$ cat src/rtl/queue2_cmd_unpack_pkg.sv
// rtl/queue2_cmd_unpack_pkg.sv - opcodes, command encoding and state for the queue2 command unpacker
package queue2_cmd_unpack_pkg;

  localparam logic [7:0] OP_NOP   = 8'h00;
  localparam logic [7:0] OP_READ  = 8'h01;
  localparam logic [7:0] OP_WRITE = 8'h02;
  localparam logic [7:0] OP_ERASE = 8'h03;

  typedef enum logic [1:0] {
    CMD_NONE  = 2'd0,
    CMD_READ  = 2'd1,
    CMD_WRITE = 2'd2,
    CMD_ERASE = 2'd3
  } cmd_op_e;

  typedef enum logic [1:0] {
    ST_IDLE,
    ST_ARG,
    ST_DRAIN,
    ST_ISSUE
  } state_e;

  function automatic logic op_known(input logic [7:0] op);
    return (op == OP_NOP) || (op == OP_READ) || (op == OP_WRITE) || (op == OP_ERASE);
  endfunction

endpackage

$ cat src/rtl/queue2_cmd_unpack.sv
// rtl/queue2_cmd_unpack.sv - decodes queue2 words into READ/WRITE/ERASE commands for the sequencer
module queue2_cmd_unpack
  import queue2_cmd_unpack_pkg::*;
#(
  parameter int WIDTH = 32
) (
  input  logic               i_clk,
  input  logic               i_rst,
  input  logic [1:0]         i_q_vld,
  input  logic [WIDTH-1:0]   i_q_data0,
  input  logic [WIDTH-1:0]   i_q_data1,
  output logic               o_q_rd,
  output logic               o_cmd_vld,
  input  logic               i_cmd_rdy,
  output logic [1:0]         o_cmd_op,
  output logic [WIDTH-9:0]   o_cmd_addr,
  output logic [WIDTH-1:0]   o_cmd_wdata,
  output logic               o_err,
  output logic               o_busy
);

  state_e             state_q;
  cmd_op_e            op_q;
  logic [WIDTH-9:0]   addr_q;
  logic [WIDTH-1:0]   wdata_q;
  logic               vld_q;
  logic               err_q;
  logic               busy_q;
  logic [7:0]         head_op;

  assign head_op = i_q_data0[WIDTH-1 -: 8];

  // DRAIN pops the data word that was already latched from the next-entry slot
  always_comb begin
    o_q_rd = 1'b0;
    case (state_q)
      ST_IDLE:  o_q_rd = i_q_vld[0];
      ST_ARG:   o_q_rd = i_q_vld[0];
      ST_DRAIN: o_q_rd = 1'b1;
      default:  o_q_rd = 1'b0;
    endcase
  end

  always_ff @(posedge i_clk) begin
    if (i_rst) begin
      state_q <= ST_IDLE;
      op_q    <= CMD_NONE;
      addr_q  <= '0;
      wdata_q <= '0;
      vld_q   <= 1'b0;
      err_q   <= 1'b0;
      busy_q  <= 1'b0;
    end else begin
      err_q <= 1'b0;
      case (state_q)
        ST_IDLE: begin
          if (i_q_vld[0]) begin
            if (!op_known(head_op)) begin
              err_q <= 1'b1;
            end else if (head_op == OP_READ || head_op == OP_ERASE) begin
              op_q    <= cmd_op_e'(head_op[1:0]);
              addr_q  <= i_q_data0[WIDTH-9:0];
              vld_q   <= 1'b1;
              busy_q  <= 1'b1;
              state_q <= ST_ISSUE;
            end else if (head_op == OP_WRITE) begin
              op_q   <= CMD_WRITE;
              addr_q <= i_q_data0[WIDTH-9:0];
              busy_q <= 1'b1;
              if (i_q_vld[1]) begin
                wdata_q <= i_q_data1;
                vld_q   <= 1'b1;
                state_q <= ST_DRAIN;
              end else begin
                state_q <= ST_ARG;
              end
            end
          end
        end
        ST_ARG: begin
          if (i_q_vld[0]) begin
            wdata_q <= i_q_data0;
            vld_q   <= 1'b1;
            state_q <= ST_ISSUE;
          end
        end
        ST_DRAIN: begin
          if (i_cmd_rdy) begin
            vld_q   <= 1'b0;
            busy_q  <= 1'b0;
            state_q <= ST_IDLE;
          end else begin
            state_q <= ST_ISSUE;
          end
        end
        ST_ISSUE: begin
          if (i_cmd_rdy) begin
            vld_q   <= 1'b0;
            busy_q  <= 1'b0;
            state_q <= ST_IDLE;
          end
        end
        default: state_q <= ST_IDLE;
      endcase
    end
  end

  assign o_cmd_vld   = vld_q;
  assign o_cmd_op    = op_q;
  assign o_cmd_addr  = addr_q;
  assign o_cmd_wdata = wdata_q;
  assign o_err       = err_q;
  assign o_busy      = busy_q;

endmodule
$ cat config.mk
export PLATFORM = sky130hd
export DESIGN_NAME = queue2_cmd_unpack
export DESIGN_NICKNAME = d
export VERILOG_FILES = /design/src/rtl/queue2_cmd_unpack_pkg.sv /design/src/rtl/queue2_cmd_unpack.sv
export SDC_FILE = /design/constraint.sdc
export NUM_CORES = 1
export LEC_CHECK = 0
export ABC_CLOCK_PERIOD_IN_PS = 2500
export BUFFER_PORTS_ARGS = -buffer_cell sky130_fd_sc_hd__buf_2
export CORE_UTILIZATION = 46
export DETAILED_ROUTE_END_ITERATION = 16
export GPL_TIMING_DRIVEN = 1
export PLACE_DENSITY = 0.8
export SLEW_MARGIN = 40
export SYNTH_ARGS = -nofsm -noshare
export SYNTH_HDL_FRONTEND = slang
export SYNTH_SLANG_ARGS = --single-unit
export TNS_END_PERCENT = 20
$ cat constraint.sdc
create_clock -name i_clk -period 2.5 [get_ports i_clk]
set_clock_uncertainty 0.15 [all_clocks]
set_input_delay 0 -clock i_clk [delete_from_list [all_inputs] [get_ports i_clk]]
set_output_delay 0 -clock i_clk [all_outputs]
set_load 0.01 [all_outputs]
==> impl_metrics.yaml <==
global_routing:
  use_met2_pct: 47.5
  grt-busiest-layer: "met2"
  grt_max_degree: 41
  grt_pass1_vias: 2806
  grt_use_met3_pct: 4.65
  grt_pass1_wl_mm: 13.0
  met1_usage_pct: 31.1
  grt_use_total_pct: 27.7
  antenna_found_initial: 0
  overflow: 0
synthesis:
  synth_fp_nets: 337
  synth-seq-area-share_pct: 46.8
  syn_inst: 268
  syn_area_per_cell_um2: 10.1
  ys_types: 33
  yosysWarnings: 0
  syn-cell-area_mm2: 0.00270
  yosys_register_bits: 63
clock_network:
  cts_sinks: 63
  htreeDepth: 3
  clk_path_buf_depth: 2
  clk_pin_slew_ns: 0.07
  clk_latency_ns: 0.33
  root_buffer: "clkbuf_8"
  ctsResizeCount: 0
  cts_tree: "done"
  numCtsBuffers: 9
layout:
  final_cells: 539
  fin_nets: 531
  final_layout_size_suffix_gt1_share_pct: 34.0
  layout_common_cells: "buf_2, dlygate4sd3_1, dfxtp_1, mux2i_1, nor3_1"
  area_growth_syn_to_layout_pct: 59.1
  final_common_cell: "buf_2"
  final_util_pct: 76.9
  num_antenna_cells: 0
route:
  finalWirelength_mm: 8.32
  vias: 2847
  drc: 0
  drtIter0Drc: 119
  drtPass1Iterations: 7
  route.detailed.wl_per_inst_um: 15.4
  via_per_inst: 5.28
  detail-route-antenna-nets: 0
setup_path:
  startpoint_type: "input pin"
  crit_arrival_ns: 2.54
  crit_top_cell: "dlygate4sd3_1"
  worst_setup_path_end_kind: "flip-flop"
  cpMaxStageDelayCell: "dlygate4sd3_1"
  crit_required_ns: 2.63
  crit_buf_inv: 3
  path_delay_family: "buffers and inverters"
  worstPathCellList: "dlygate4sd3_1, buf_2, or4_4, or3_2, a221oi_1, dlygate4sd3_1"
  cp_max_fo: 4
  critPathKind: "input pin to flip-flop"
  slowest_delay_ns: 0.58
floorplan:
  start_util_pct: 48.4
  die_area_mm2: 0.00617
  die_x_um: 78.5
  fp.dieH_um: 78.5
  ioPinCount: 131
  core_area_mm2: 0.00557
  core.rowCount: 27
timing:
  finalMaxSlewViolations: 0
  setup_ws_ns: 0.0876
  tns_ns: 0
  fmax_mhz: 415
  hold_viol_final: 0
  max-slew-margin-rel_pct: 49.0
  worst_slew_pin_slew_ns: 0.765
  timing.final.crit_period_ns: 2.41
  finalCritPeriodShare_pct: 96.5
  holdWs_ns: 0.0631
  setup_viol: 0
  rsz0062_at_grt: "no"
hold_path:
  hold_class: "input pin to flip-flop"
place:
  dp_hpwl_mm: 4.77
  place_ws_ns: 0.439
  dp.cells: 453
  portBuffers: 130
  place.gp.congestion: 0.854
power_and_ir_drop:
  p_leak_nw: 2.28
  power_density_mw_per_mm2: 526
  vdd_drop_max_mv: 0.386
job:
  drv_cap: 0
status:
  status: "finished clean"
## synthesized netlist by cell type, drive strengths merged
cell         instances  area [um2]
dfxtp               63        1260
mux2i               56         561
nor3                33         165
a211oi              32         240
nor2                27         101
clkbuf              15        57.6
buf                  8        73.8
a21oi                3        15.0
nand2                3        11.3
nor2b                3        18.8
a21boi               2        15.0
dlygate4sd1          2        17.5
inv                  2        7.50
nand3                2        10.0
nor4                 2        27.5
o21ai                2        10.0
o2bb2ai              2        17.5
or2                  2        12.5
a221oi               1        8.76
and3                 1        6.26
nand2b               1        6.26
nand3b               1        7.51
nor3b                1        7.51
o211ai               1        7.51
or3                  1        7.51
or4                  1        11.3
or4b                 1        10.0
## cell families (layout without fill, tap and decap cells)
kind of cell | after synthesis | count (layout) | share of synthesized area, %
AOI/OAI and AO/OA | 43 | 43 | 11.7
buffers and inverters | 27 | 226 | 5.80
DFF | 63 | 63 | 46.8
muxes | 56 | 56 | 20.8
and+or+nand+nor | 79 | 79 | 14.9
## flip-flops by register name, indices dropped and copies added, names as in the netlist
signal / flops
o_cmd_wdata: 32
o_cmd_addr: 24
o_cmd_op: 2
state_q: 2
o_busy: 1
o_cmd_vld: 1
o_err: 1
## final timing paths
check / depth (start not counted) / endpoint / from / slack [ns]
setup / recovery: 6 / o_cmd_vld$_SDFFE_PP0P_ / i_q_data0[28] / 0.09
hold / removal: 2 / o_cmd_addr[15]$_SDFFE_PP0P_ / i_rst / 0.06
setup reg to reg: 6 / o_cmd_wdata[30]$_SDFFE_PP0P_ / state_q[1]$_SDFFE_PP0P_ / 0.34
hold reg to reg: 2 / o_busy$_SDFFE_PP0P_ / o_busy$_SDFFE_PP0P_ / 0.30
## what timing repair did
item,4_1_cts,5_1_grt
buffers inserted,0,0
hold buffers,70,0
endpoints found under the hold margin,63,0
## stage by stage
stage	area, um2	power, mW
floorplan	2700	1.11
global placement	3360	1.19
detailed placement	3360	1.20
CTS	4290	2.26
global route	4290	2.33
finish	4290	2.26
## power by group
part	total [mW]	leakage [nW]	internal, mW	switching (mW)
combinational	0.248	1.66	0.147	0.101
clock	0.991	0.114	0.615	0.376
sequential	1.02	0.508	1.01	0.00502
total	2.26	2.28	1.77	0.482
## final cells by class
| class | count | area, um2 |
|---|---|---|
| Inverter | 2 | 7.51 |
| Fill cell | 376 | 1290 |
| Clock inverter | 3 | 65.1 |
| Tap cell | 72 | 90.1 |
| Timing Repair Buffer | 208 | 1420 |
| Multi-Input combinational cell | 178 | 1280 |
| Sequential cell | 63 | 1260 |
| Clock buffer | 13 | 159 |
## layer usage
metal	vias to the layer above	wire [um]
met5	-	0
met4	0	385
met3	33	364
met2	114	4220
met1	1331	3350
li1	1369	-
(Power assumes the default switching activity.)
